File: src/rtl/alu_pkg.sv
// alu_pkg: constants shared by the ALU and its built-in self-test engine.
// Holds the opcode encodings, datapath width, the LFSR/MISR feedback polynomial
// and the BIST sequencer state type.
package alu_pkg;

  localparam int XLEN        = 64;
  localparam int ALU_NUM_OPS = 10;

  localparam logic [3:0] ALU_ADD  = 4'b0000;
  localparam logic [3:0] ALU_SUB  = 4'b0001;
  localparam logic [3:0] ALU_AND  = 4'b0010;
  localparam logic [3:0] ALU_OR   = 4'b0011;
  localparam logic [3:0] ALU_XOR  = 4'b0100;
  localparam logic [3:0] ALU_SLL  = 4'b0101;
  localparam logic [3:0] ALU_SRL  = 4'b0110;
  localparam logic [3:0] ALU_SRA  = 4'b0111;
  localparam logic [3:0] ALU_SLT  = 4'b1000;
  localparam logic [3:0] ALU_SLTU = 4'b1001;

  // Right-shifting Galois form of x^64 + x^63 + x^61 + x^60 + 1
  // (tap k of the polynomial lands on bit k-1 of the mask).
  localparam logic [XLEN-1:0] LFSR_POLY = 64'hD800_0000_0000_0000;

  typedef enum logic [1:0] {
    ST_IDLE = 2'd0,
    ST_RUN  = 2'd1,
    ST_DONE = 2'd2
  } bist_state_e;

endpackage

File: src/rtl/alu_bist_if.sv
// alu_bist_if: control/status handshake of the BIST engine plus the ALU operand
// bus it takes over. The master side is the BIST engine; the slave side is the
// ALU together with whoever requests the self-test.
// Optional: ALU_BIST_FLAGS_EN adds the ALU carry/borrow/overflow flags.
interface alu_bist_if;
  import alu_pkg::*;

  logic            start;
  logic            busy;
  logic            done;
  logic            pass;
  logic [XLEN-1:0] signature;
  logic [XLEN-1:0] alu_a;
  logic [XLEN-1:0] alu_b;
  logic [3:0]      alu_op;
  logic [XLEN-1:0] alu_out;
`ifdef ALU_BIST_FLAGS_EN
  logic            cout;
  logic            borrow;
  logic            overflowadd;
  logic            overflowsub;

  modport master (
    input  start, alu_out, cout, borrow, overflowadd, overflowsub,
    output busy, done, pass, signature, alu_a, alu_b, alu_op
  );

  modport slave (
    output start, alu_out, cout, borrow, overflowadd, overflowsub,
    input  busy, done, pass, signature, alu_a, alu_b, alu_op
  );
`else
  modport master (
    input  start, alu_out,
    output busy, done, pass, signature, alu_a, alu_b, alu_op
  );

  modport slave (
    output start, alu_out,
    input  busy, done, pass, signature, alu_a, alu_b, alu_op
  );
`endif

endinterface

File: src/rtl/bist_lfsr.sv
// bist_lfsr: one combinational step of the 64-bit Galois shift register, with an
// XOR-inject input so the same cell serves as pattern generator (inject = 0)
// and as signature compactor (inject = data to absorb).
module bist_lfsr
  import alu_pkg::*;
(
  input  logic [XLEN-1:0] state_in,
  input  logic [XLEN-1:0] inject,
  output logic [XLEN-1:0] state_out
);

  // Shift right, fold the polynomial back in when a one falls out, then absorb.
  always_comb begin
    state_out = {1'b0, state_in[XLEN-1:1]} ^ (state_in[0] ? LFSR_POLY : '0) ^ inject;
  end

endmodule

File: src/rtl/alu_bist.sv
// alu_bist: self-test sequencer for the 64-bit ALU. On start it drives every
// opcode over LFSR-generated operand pairs, compacts each ALU result into a
// MISR and compares the final signature with EXPECTED_SIG.
// Operands/opcode are registered, so a vector issued at one edge is absorbed
// at the next and the signature is complete one cycle after the last issue.
// Optional: define ALU_BIST_FLAGS_EN to also compact the ALU flags.
module alu_bist #(
  parameter int          XLEN         = 64,
  parameter int          NUM_VECTORS  = 256,
  parameter logic [63:0] SEED         = 64'h1,
  parameter logic [63:0] EXPECTED_SIG = 64'h0
) (
  input  logic       clk,
  input  logic       rst,
  alu_bist_if.master bus
);
  import alu_pkg::*;

  localparam logic [XLEN-1:0] SEED_EFF = (SEED == 64'h0) ? 64'h1 : SEED;
  localparam int              VW       = $clog2(NUM_VECTORS + 1);
  localparam logic [VW-1:0]   LAST_VEC = VW'(NUM_VECTORS - 1);

  bist_state_e     state_q, state_d;
  logic [XLEN-1:0] lfsr_q, lfsr_next;
  logic [XLEN-1:0] misr_q, misr_next, misr_inject;
  logic [XLEN-1:0] a_q;
  logic [3:0]      op_q, alu_op_q;
  logic [VW-1:0]   vec_q;
  logic            issuing_q, valid_q, last_q, pass_q;
  logic            start_ok, issue, issue_last, finish;

  assign start_ok   = bus.start && (state_q != ST_RUN);
  assign issue      = (state_q == ST_RUN) && issuing_q;
  assign issue_last = (op_q == ALU_SLTU) && (vec_q == LAST_VEC);
  assign finish     = valid_q && last_q;

`ifdef ALU_BIST_FLAGS_EN
  assign misr_inject = bus.alu_out ^ {{(XLEN-4){1'b0}},
                                      bus.cout, bus.borrow, bus.overflowadd, bus.overflowsub};
`else
  assign misr_inject = bus.alu_out;
`endif

  bist_lfsr u_gen (
    .state_in  (lfsr_q),
    .inject    ('0),
    .state_out (lfsr_next)
  );

  bist_lfsr u_misr (
    .state_in  (misr_q),
    .inject    (misr_inject),
    .state_out (misr_next)
  );

  // Sequencer state register.
  always_ff @(posedge clk) begin
    if (rst) state_q <= ST_IDLE;
    else     state_q <= state_d;
  end

  // Next state: start is only honoured when not already running.
  always_comb begin
    state_d = state_q;
    case (state_q)
      ST_IDLE: if (bus.start) state_d = ST_RUN;
      ST_RUN:  if (finish)    state_d = ST_DONE;
      ST_DONE: if (bus.start) state_d = ST_RUN;
      default: state_d = ST_IDLE;
    endcase
  end

  // Vector generator, operand registers and signature compactor.
  always_ff @(posedge clk) begin
    if (rst) begin
      lfsr_q    <= '0;
      misr_q    <= '0;
      a_q       <= '0;
      op_q      <= ALU_ADD;
      alu_op_q  <= ALU_ADD;
      vec_q     <= '0;
      issuing_q <= 1'b0;
      valid_q   <= 1'b0;
      last_q    <= 1'b0;
      pass_q    <= 1'b0;
    end else if (start_ok) begin
      lfsr_q    <= SEED_EFF;
      misr_q    <= '0;
      a_q       <= '0;
      op_q      <= ALU_ADD;
      alu_op_q  <= ALU_ADD;
      vec_q     <= '0;
      issuing_q <= 1'b1;
      valid_q   <= 1'b0;
      last_q    <= 1'b0;
      pass_q    <= 1'b0;
    end else begin
      valid_q <= issue;
      if (issue) begin
        a_q      <= lfsr_q;
        alu_op_q <= op_q;
        last_q   <= issue_last;
        if (op_q == ALU_SLTU) begin
          op_q   <= ALU_ADD;
          lfsr_q <= lfsr_next;
          vec_q  <= vec_q + VW'(1);
        end else begin
          op_q <= op_q + 4'd1;
        end
        if (issue_last) issuing_q <= 1'b0;
      end else begin
        a_q      <= '0;
        alu_op_q <= ALU_ADD;
        last_q   <= 1'b0;
      end
      if (valid_q) misr_q <= misr_next;
      if (finish)  pass_q <= (misr_next == EXPECTED_SIG);
    end
  end

  assign bus.busy      = (state_q == ST_RUN);
  assign bus.done      = (state_q == ST_DONE);
  assign bus.pass      = pass_q;
  assign bus.signature = misr_q;
  assign bus.alu_a     = a_q;
  assign bus.alu_b     = {a_q[XLEN/2-1:0], a_q[XLEN-1:XLEN/2]};
  assign bus.alu_op    = alu_op_q;

endmodule

File: src/flat_wrapper.sv
// flat-port wrapper written by rule: the top's interface ports become plain ports
module alu_bist_flat import alu_pkg::*;
#(
  parameter int          XLEN         = 64,
  parameter int          NUM_VECTORS  = 256,
  parameter logic [63:0] SEED         = 64'h1,
  parameter logic [63:0] EXPECTED_SIG = 64'h0
)
  (clk, rst, bus_start, bus_alu_out, bus_busy, bus_done, bus_pass, bus_signature, bus_alu_a, bus_alu_b, bus_alu_op);
  alu_bist_if bus_i ();
  input  logic clk;
  input  logic rst;
  input wire logic [$bits(bus_i.start)-1:0] bus_start;
  input wire logic [$bits(bus_i.alu_out)-1:0] bus_alu_out;
  output wire logic [$bits(bus_i.busy)-1:0] bus_busy;
  output wire logic [$bits(bus_i.done)-1:0] bus_done;
  output wire logic [$bits(bus_i.pass)-1:0] bus_pass;
  output wire logic [$bits(bus_i.signature)-1:0] bus_signature;
  output wire logic [$bits(bus_i.alu_a)-1:0] bus_alu_a;
  output wire logic [$bits(bus_i.alu_b)-1:0] bus_alu_b;
  output wire logic [$bits(bus_i.alu_op)-1:0] bus_alu_op;
  assign bus_i.start = bus_start;
  assign bus_i.alu_out = bus_alu_out;
  assign bus_busy = bus_i.busy;
  assign bus_done = bus_i.done;
  assign bus_pass = bus_i.pass;
  assign bus_signature = bus_i.signature;
  assign bus_alu_a = bus_i.alu_a;
  assign bus_alu_b = bus_i.alu_b;
  assign bus_alu_op = bus_i.alu_op;
  alu_bist #(.XLEN(XLEN), .NUM_VECTORS(NUM_VECTORS), .SEED(SEED), .EXPECTED_SIG(EXPECTED_SIG)) u_core (.clk(clk), .rst(rst), .bus(bus_i));
endmodule
File: config.mk
export PLATFORM = sky130hd
export DESIGN_NAME = alu_bist_flat
export DESIGN_NICKNAME = d
export VERILOG_FILES = /design/src/rtl/alu_pkg.sv /design/src/rtl/alu_bist_if.sv /design/src/rtl/bist_lfsr.sv /design/src/rtl/alu_bist.sv /design/src/flat_wrapper.sv
export SDC_FILE = /design/constraint.sdc
export NUM_CORES = 1
export LEC_CHECK = 0
export ABC_AREA = 0
export CAP_MARGIN = 25
export CORE_MARGIN = 1.5
export CORE_UTILIZATION = 40
export CTS_CLUSTER_SIZE = 24
export DETAILED_ROUTE_END_ITERATION = 12
export DONT_BUFFER_PORTS = 1
export HOLD_SLACK_MARGIN = 0.03
export PLACE_DENSITY = 0.59
export SLEW_MARGIN = 20
export SYNTH_ARGS = -nofsm -noshare
export SYNTH_HDL_FRONTEND = slang
export SYNTH_SLANG_ARGS = --single-unit
File: constraint.sdc
create_clock -name clk -period 1.3 [get_ports clk]
set_input_delay 0.13 -clock clk [delete_from_list [all_inputs] [get_ports clk]]
set_output_delay 0.13 -clock clk [all_outputs]
set_load 0.02 [all_outputs]
Word-level counts from Yosys, hierarchy flattened
Index checks and enable logic that the tools add are counted.
Widths: inputs -> output; s select.
{"block": "word_totals", "regBits": 215, "output_inout_bits": 199}
{"block": "op_classes", "add_sub_neg": 2, "n_eq_ne": 7, "muxes": 12, "n_bitwise": 4, "reduce_logical": 16}
{"cell": "$mux 64", "count": 2}
{"cell": "$xor 63x64->64", "count": 2}
{"cell": "$logic_not 64->1", "count": 1}
{"cell": "$xor 64x64->64", "count": 1}
{"cell": "$add 9x1->9 const B", "count": 1}
{"cell": "$eq 9x8->1 const B", "count": 1}
{"cell": "$reduce_and 2->1", "count": 4}
{"cell": "$mux 1", "count": 6}
{"cell": "$ne 2x1->1 const B", "count": 3}
{"cell": "$reduce_bool 2->1", "count": 3}
{"cell": "$add 4x1->4 const B", "count": 1}
{"cell": "$eq 4x4->1 const B", "count": 1}
{"cell": "$logic_and 1x1->1", "count": 4}
{"cell": "$mux 2", "count": 2}
{"cell": "$mux 4", "count": 1}
{"cell": "$pmux 2 s2", "count": 1}
{"cell": "$reduce_or 2->1", "count": 2}
{"cell": "$reduce_or 3->1", "count": 1}
{"cell": "$eq 2x1->1 const B", "count": 1}
{"cell": "$eq 2x2->1 const B", "count": 1}
{"cell": "$logic_not 2->1", "count": 1}
{"cell": "$not 1->1", "count": 1}

Longest topological paths before layout
Gate-level depths: netlist of run 1.
{"block": "depth", "ltp_word": 5, "depth_mapped": 7}

Hierarchy
Synthesis of run 1 repeated with hierarchy kept, for this count alone.
{"block": "hier_totals", "cells_unflattened": 943, "area_unflattened_um2": 9148.8}
{"module": "alu_bist", "n_inst": 1, "cells_each": 815, "area_per_inst_um2": 7930.1, "seq_area_each_um2": 4304.1}
{"module": "bist_lfsr", "n_inst": 2, "cells_each": 64, "area_per_inst_um2": 609.3, "seq_area_each_um2": 0.0}

Least setup slack after synthesis of run 1
OpenSTA, ideal clock, no wires.
{"block": "synth_timing", "path_kind": "register to register", "startpoint": "register u_core.state_q[1]", "endpoint": "register u_core.lfsr_q[12]", "setup_time_ps": 132, "t_arrival_ps": 1266, "required_time_ps": 1168, "setup_slack_ps": -98, "stages_incl_launch_ff": 7, "n_path_buf": 2, "period_less_slack_ps": 1398, "path_cell_list": "dfxtp_1 > nand2b_2 > inv_2 > o21ai_2 > buf_2 > clkbuf_1 > a21oi_1"}
{"block": "synth_between", "elab_chain_len": 3}
{"item": "start, declared", "line_no": "alu_bist.sv:23", "source": "bist_state_e state_q, state_d;"}
{"item": "start signal, assigned", "line_no": "alu_bist.sv:59", "source": "else state_q <= state_d;"}
{"item": "$eq 2x1->1"}
{"item": "via bus_busy", "line_no": "flat_wrapper.sv:15", "source": "output wire logic [$bits(bus_i.busy)-1:0] bus_busy;"}
{"item": "$logic_and 1x1->1", "line_no": "alu_bist.sv:33", "source": "assign issue = (state_q == ST_RUN) && issuing_q;"}
{"item": "$reduce_and 2->1 (no line)"}
{"item": "end signal, assigned", "line_no": "alu_bist.sv:105", "source": "lfsr_q <= lfsr_next;"}
{"item": "end, declared", "line_no": "alu_bist.sv:24", "source": "logic [XLEN-1:0] lfsr_q, lfsr_next;"}
The timed path passes the listed nets, and every way through them passes these cells.
A chain may end at the register's enable or synchronous reset.

Worst setup path after layout of run 1
{"block": "layout_timing", "startpoint": "register u_core.op_q[2]", "endpoint": "register u_core.vec_q[3]"}
{"block": "layout_between", "elab_chain_len": 2}
{"item": "start, declared", "line_no": "alu_bist.sv:27", "source": "logic [3:0] op_q, alu_op_q;"}
{"item": "start signal, assigned", "line_no": "alu_bist.sv:108", "source": "op_q <= op_q + 4'd1;"}
{"item": "$eq 4x4->1", "line_no": "alu_bist.sv:103", "source": "if (op_q == ALU_SLTU) begin"}
{"item": "$reduce_and 2->1 (no line)"}
{"item": "end signal, assigned", "line_no": "alu_bist.sv:106", "source": "vec_q <= vec_q + VW'(1);"}
{"item": "end, declared", "line_no": "alu_bist.sv:28", "source": "logic [VW-1:0] vec_q;"}
Every way passes these cells.

==> flow_summary.json, run 1 <==
{
  "grt_pass1_vias": 6394,
  "placed_cell_area_um2": 8990,
  "grt_max_degree": 55,
  "synthSimpleGateAreaFrac": 0.189,
  "grt_pass1_wl_um": 33200,
  "io_buffers": 0,
  "status": "finished, violations left",
  "fin_util": 0.611,
  "min_from": "bus_alu_out[6]",
  "fin_crit_sh": 1.12,
  "worst-setup-path-type": "flop to flop",
  "grtUsageTotal": 0.191,
  "design_area_um2": 12300,
  "peakVddDrop_uv": 823,
  "holdWs_ns": -0.128,
  "ios": 266,
  "clock_path_buffers": 3,
  "drive_gt1_frac": 0.416,
  "cp-start-kind": "flop",
  "floorplan.rows": 52,
  "yosys_warnings": 0,
  "final_common_cell": "dfxtp_1",
  "dp_hpwl_um": 12900,
  "synth_top_cell_by_area": "dfxtp_1",
  "clock-root-buffer": "clkbuf_16",
  "hold_class": "input pin to flop",
  "power_density_nw_per_um2": 1180,
  "synthXorXnorAreaFrac": 0.0823,
  "critPathLaunch": "u_core.op_q[2]$_SDFFE_PP0N_",
  "r2r_start": "u_core.op_q[2]$_SDFFE_PP0N_",
  "period_needed_ns": 1.46,
  "drt_wl_total_um": 22400,
  "dieArea_um2": 21400,
  "area_delta_synth_final_pct": 50.5,
  "violations": "hold timing, setup timing",
  "final_cells": 1320,
  "routabilityCongestion": 0.783,
  "power_mw": 14.6,
  "dpl.cell_count": 1171,
  "yosys-top-cells-area": "dfxtp_1, xnor2_1, buf_4",
  "fin_tns_setup_ns": -16.27,
  "netlist_instances": 887,
  "dr_total_vias": 6492,
  "crit_required_ns": 1.73,
  "antennaDiodeCount": 0,
  "drv_slew": 0,
  "cts_tree": "built",
  "initial_core_util": 0.406,
  "antenna_found_initial": 0,
  "rsz0062_at_grt": "true",
  "layout_common_cells": "dfxtp_1, buf_4, nor2_1",
  "synth_fa_ha_area_frac": 0.00305,
  "worst_pin_slew_ns": 0.432,
  "wl_per_cell_um": 16.9,
  "cts_sinks": 215,
  "critPathArrivalTime_ns": 1.89,
  "syn_nets": 956,
  "synth.cell_area_um2": 8200,
  "ant_nets": 0,
  "ys_ff_latch": 215,
  "synth-compound-area-share": 0.108,
  "drt_first_pass_iters": 4,
  "synth_top_area_frac": 0.525,
  "crit_fanout": 8,
  "drc": 0,
  "slew_headroom": 0.712,
  "yosysUniqueCellTypes": 39,
  "h-tree-depth": 1,
  "synth_top_family_by_area": "simple AND/OR/NAND/NOR gates",
  "max-cap-violations": 0,
  "ys_seq_area_frac": 0.525,
  "fin_skew_ns": 0.00772,
  "max_freq_ghz": 0.686,
  "r2r_slack_ns": -0.16,
  "setup_viol": 188,
  "drtIter0Drc": 156,
  "layout.nets": 1105,
  "muxShareOfSynthArea": 0.00244,
  "avgSynthCellArea_um2": 9.24,
  "vias_per_cell": 4.92,
  "clk_pin_slew_worst_paths_ns": 0.06,
  "finalHoldViolCount": 2,
  "setup_ws_ns": -0.157,
  "core_um2": 20200,
  "grt_overflow_total": 0,
  "dp_slack_ns": -0.517,
  "numCtsBuffers": 23,
  "p_leak_nw": 5.00,
  "cp-end-kind": "flop",
  "insertion_delay_ns": 0.50,
  "die_w_um": 146,
  "die_h_um": 146
}
[timing repair]
item	in CTS	in global routing
hold buffers	61	1
pin swaps	45	101
buffers inserted	23	10
gates resized for setup	107	222
endpoints found under the hold margin	132	3
setup endpoints to repair	113	204
cloned	13	9
[state kept, by name (all words and copies together) (netlist names), 2 cells and up]
name,count
u_core.bus.alu_op,4
u_core.op_q,4
u_core.state_q,2
u_core.bus.alu_a,64
u_core.vec_q,9
u_core.bus.signature,64
u_core.lfsr_q,64
[where the power goes]
part,internal [mW],switching [mW],total (mW)
clock network,4.13,2.56,6.69
registers,6.63,0.0434,6.67
logic,0.622,0.577,1.20
[worst paths after layout]
| check | endpoint | cells after the start |
|---|---|---|
| max | u_core.vec_q[3]$_SDFFE_PP0P_ | 6 |
| min | u_core.bus.signature[6]$_SDFFE_PP0P_ | 2 |
| max reg2reg | u_core.vec_q[3]$_SDFFE_PP0P_ | 6 |
| min reg2reg | u_core.lfsr_q[5]$_SDFFE_PP0P_ | 2 |
[Yosys cell counts (all sizes together)]
cell type and instances:
xor2 8, buf 81, o21a 1, a21oi 65, a211oi 65, and2b 1
ha 2, nand4b 1, clkbuf 36, nand2 131, nand2b 2, nor3b 2
xnor2 69, a22oi 1, and2 68, nor2 84, a31oi 2, and3 1
o32ai 1, nor3 4, or2 1, o21ai 6, nor2b 4, dfxtp 215
mux2i 2, nand3 6, inv 5, nand4 18, nor4 4, or3 1
[worst max-delay path: stages (launching register included)]
cell and delay (ns):
dfxtp_2 0.33, nor3b_4 0.20, buf_4 0.14, buf_6 0.09, nand2b_4 0.13, or3_1 0.39, a21oi_2 0.11
[kinds of logic (layout without fill, tap and decap cells)]
group | after synthesis | count (layout)
AND/OR/NAND/NOR | 328 | 328
flip-flops | 215 | 215
AO/OA/AOI/OAI | 141 | 141
buffers and inverters | 122 | 285
XOR/XNOR | 77 | 77
adder cells (fa/ha/maj) | 2 | 2
multiplexers | 2 | 2
[area by class of cell]
cell class                      instances  area, um2
Clock buffer                           35        671
Inverter                                5       21.3
Clock inverter                          4       98.8
Timing Repair Buffer                  241       2710
Multi-Input combinational cell        550       4160
Sequential cell                       215       4330
Fill cell                            1603       7840
Tap cell                              270        338
[metal layers]
| metal | share of wire | up-vias | track usage |
|---|---|---|---|
| li1 | - | 3185 | - |
| met1 | 0.39 | 3074 | 0.221 |
| met2 | 0.52 | 202 | 0.340 |
| met3 | 0.078 | 31 | 0.0594 |
| met4 | 0.014 | 0 | 0.0475 |
| met5 | 0 | - | 0 |
Note: power is estimated with default switching activity, not from simulation.
==> run 2, diff against run 1 <==
SKIP_CTS_REPAIR_TIMING = 1   (was default)
==> flow_summary.json, run 2 (same netlist as run 1, synthesis figures left out) <==
{
  "cts_tree": "built",
  "r2r_start": "u_core.state_q[1]$_SDFFE_PP0P_",
  "path_buf_inv": 3,
  "slew_headroom": 0.702,
  "hold_class": "input pin to flop",
  "grtUsageTotal": 0.167,
  "clock-root-buffer": "clkbuf_16",
  "insertion_delay_ns": 0.50,
  "layout.nets": 1076,
  "max-cap-violations": 0,
  "ios": 266,
  "routabilityCongestion": 0.783,
  "critPathArrivalTime_ns": 1.87,
  "r2r_cells": 6,
  "power_density_nw_per_um2": 1220,
  "setup_viol": 209,
  "wl_per_cell_um": 17.4,
  "cp-start-kind": "flop",
  "drive_gt1_frac": 0.392,
  "clock_path_buffers": 3,
  "cp.depth": 6,
  "grt_overflow_total": 0,
  "dp_hpwl_um": 12900,
  "clk_pin_slew_worst_paths_ns": 0.06,
  "antennaDiodeCount": 0,
  "vias_per_cell": 4.94,
  "drt_first_pass_iters": 4,
  "p_leak_nw": 4.77,
  "design_area_um2": 11900,
  "die_w_um": 146,
  "slowest_stage": "o21ai_4",
  "violations": "hold timing, setup timing",
  "fin_crit_sh": 1.15,
  "layout_common_cells": "dfxtp_1, buf_4, nand2_1",
  "dp_slack_ns": -0.517,
  "worst-setup-path-type": "flop to flop",
  "cp_top_family": "buffers and inverters",
  "grt_max_degree": 55,
  "max_stage_delay_ns": 0.39,
  "max_freq_ghz": 0.667,
  "cp-end-kind": "flop",
  "final_common_cell": "dfxtp_1",
  "drt_wl_total_um": 22400,
  "grt_pass1_vias": 5629,
  "drtIter0Drc": 198,
  "h-tree-depth": 1,
  "peakVddDrop_uv": 873,
  "rsz0062_at_grt": "true",
  "floorplan.rows": 52,
  "cts_sinks": 215,
  "holdWs_ns": -0.153,
  "ff_latch_area_um2": 4330,
  "ant_nets": 0,
  "n_fill_cell": 1659,
  "placed_cell_area_um2": 8990,
  "numCtsBuffers": 23,
  "io_buffers": 0,
  "grt_pass1_wl_um": 29300,
  "fin_skew_ns": 0.00620,
  "r2r_slack_ns": -0.20,
  "crit_top_cell": "clkbuf_16",
  "setup_ws_ns": -0.199,
  "drc": 0,
  "die_h_um": 146,
  "worst_pin_slew_ns": 0.445,
  "status": "finished, violations left",
  "r2r-end": "u_core.lfsr_q[60]$_SDFFE_PP0P_",
  "crit_required_ns": 1.68,
  "multiInputGateArea_um2": 4040,
  "endpoint": "u_core.lfsr_q[60]$_SDFFE_PP0P_",
  "critPathLaunch": "u_core.state_q[1]$_SDFFE_PP0P_",
  "period_needed_ns": 1.50,
  "dieArea_um2": 21400,
  "dr_total_vias": 6377,
  "finalHoldViolCount": 27,
  "antenna_found_initial": 0,
  "crit_chain": "nand2b_4 -> inv_4 -> o21ai_4 -> clkbuf_16 -> clkbuf_16 -> a211oi_2",
  "crit_fanout": 7,
  "core_um2": 20200,
  "drv_slew": 0,
  "area_delta_synth_final_pct": 44.7,
  "initial_core_util": 0.406
}
[run 2: cell count changes in the layout (fill, tap and decap cells not counted), sizes merged]
| cell | change |
|---|---|
| buf | -16 |
| clkbuf | +13 |
| dlygate4sd3 | -26 |
[run 2: where the power goes]
group / total, mW / internal, mW / switching, mW
Clock: 6.69 / 4.13 / 2.57
Combinational: 1.14 / 0.580 / 0.557
Sequential: 6.67 / 6.63 / 0.0426
[run 2: worst min-delay path by stage]
| stage | end | slack [ns] | startpoint | cells past startpoint |
|---|---|---|---|---|
| after global placement | u_core.issuing_q$_SDFFE_PP0P_ | 0.20 | rst | 1 |
| after global routing | u_core.bus.signature[58]$_SDFFE_PP0P_ | -0.16 | bus_alu_out[58] | 2 |
| after CTS | u_core.state_q[1]$_SDFFE_PP0P_ | -0.32 | rst | 1 |
| final | u_core.bus.signature[63]$_SDFFE_PP0P_ | -0.15 | bus_alu_out[63] | 2 |
| after floorplan | u_core.issuing_q$_SDFFE_PP0P_ | 0.20 | rst | 1 |
| after detailed placement | u_core.issuing_q$_SDFFE_PP0P_ | 0.20 | rst | 1 |
[run 2: stage by stage]
step | cells | setup TNS, ns | power [mW] | hold slack (ns) | util
3_5_place_dp | 1171 | -2.32 | 7.54 | 0.204 | 0.446
3_3_place_gp | 1171 | -1.34 | 7.54 | 0.202 | 0.446
5_1_grt | 1291 | -32.18 | 15.1 | -0.164 | 0.588
4_1_cts | 1210 | -4.69 | 14.3 | -0.322 | 0.484
6_report | 1291 | -21.16 | 14.5 | -0.153 | 0.588
2_1_floorplan | 887 | 0 | 7.24 | 0.199 | -
[run 2: area by class of cell]
type / count / area share
flip-flops and latches: 215 / 0.365
multi-input cells: 550 / 0.341
repair buffers: 212 / 0.199
clock buffers: 35 / 0.0566
well taps: 270 / 0.0285
clock inverters: 4 / 0.00834
inverters: 5 / 0.00179
[run 2: metal layers]
metal,track usage,vias to the layer above,wire (um)
met5,0,-,0
met4,0.0465,0,365
met3,0.0691,34,1900
met2,0.274,210,11500
met1,0.199,3021,8710
li1,-,3112,-
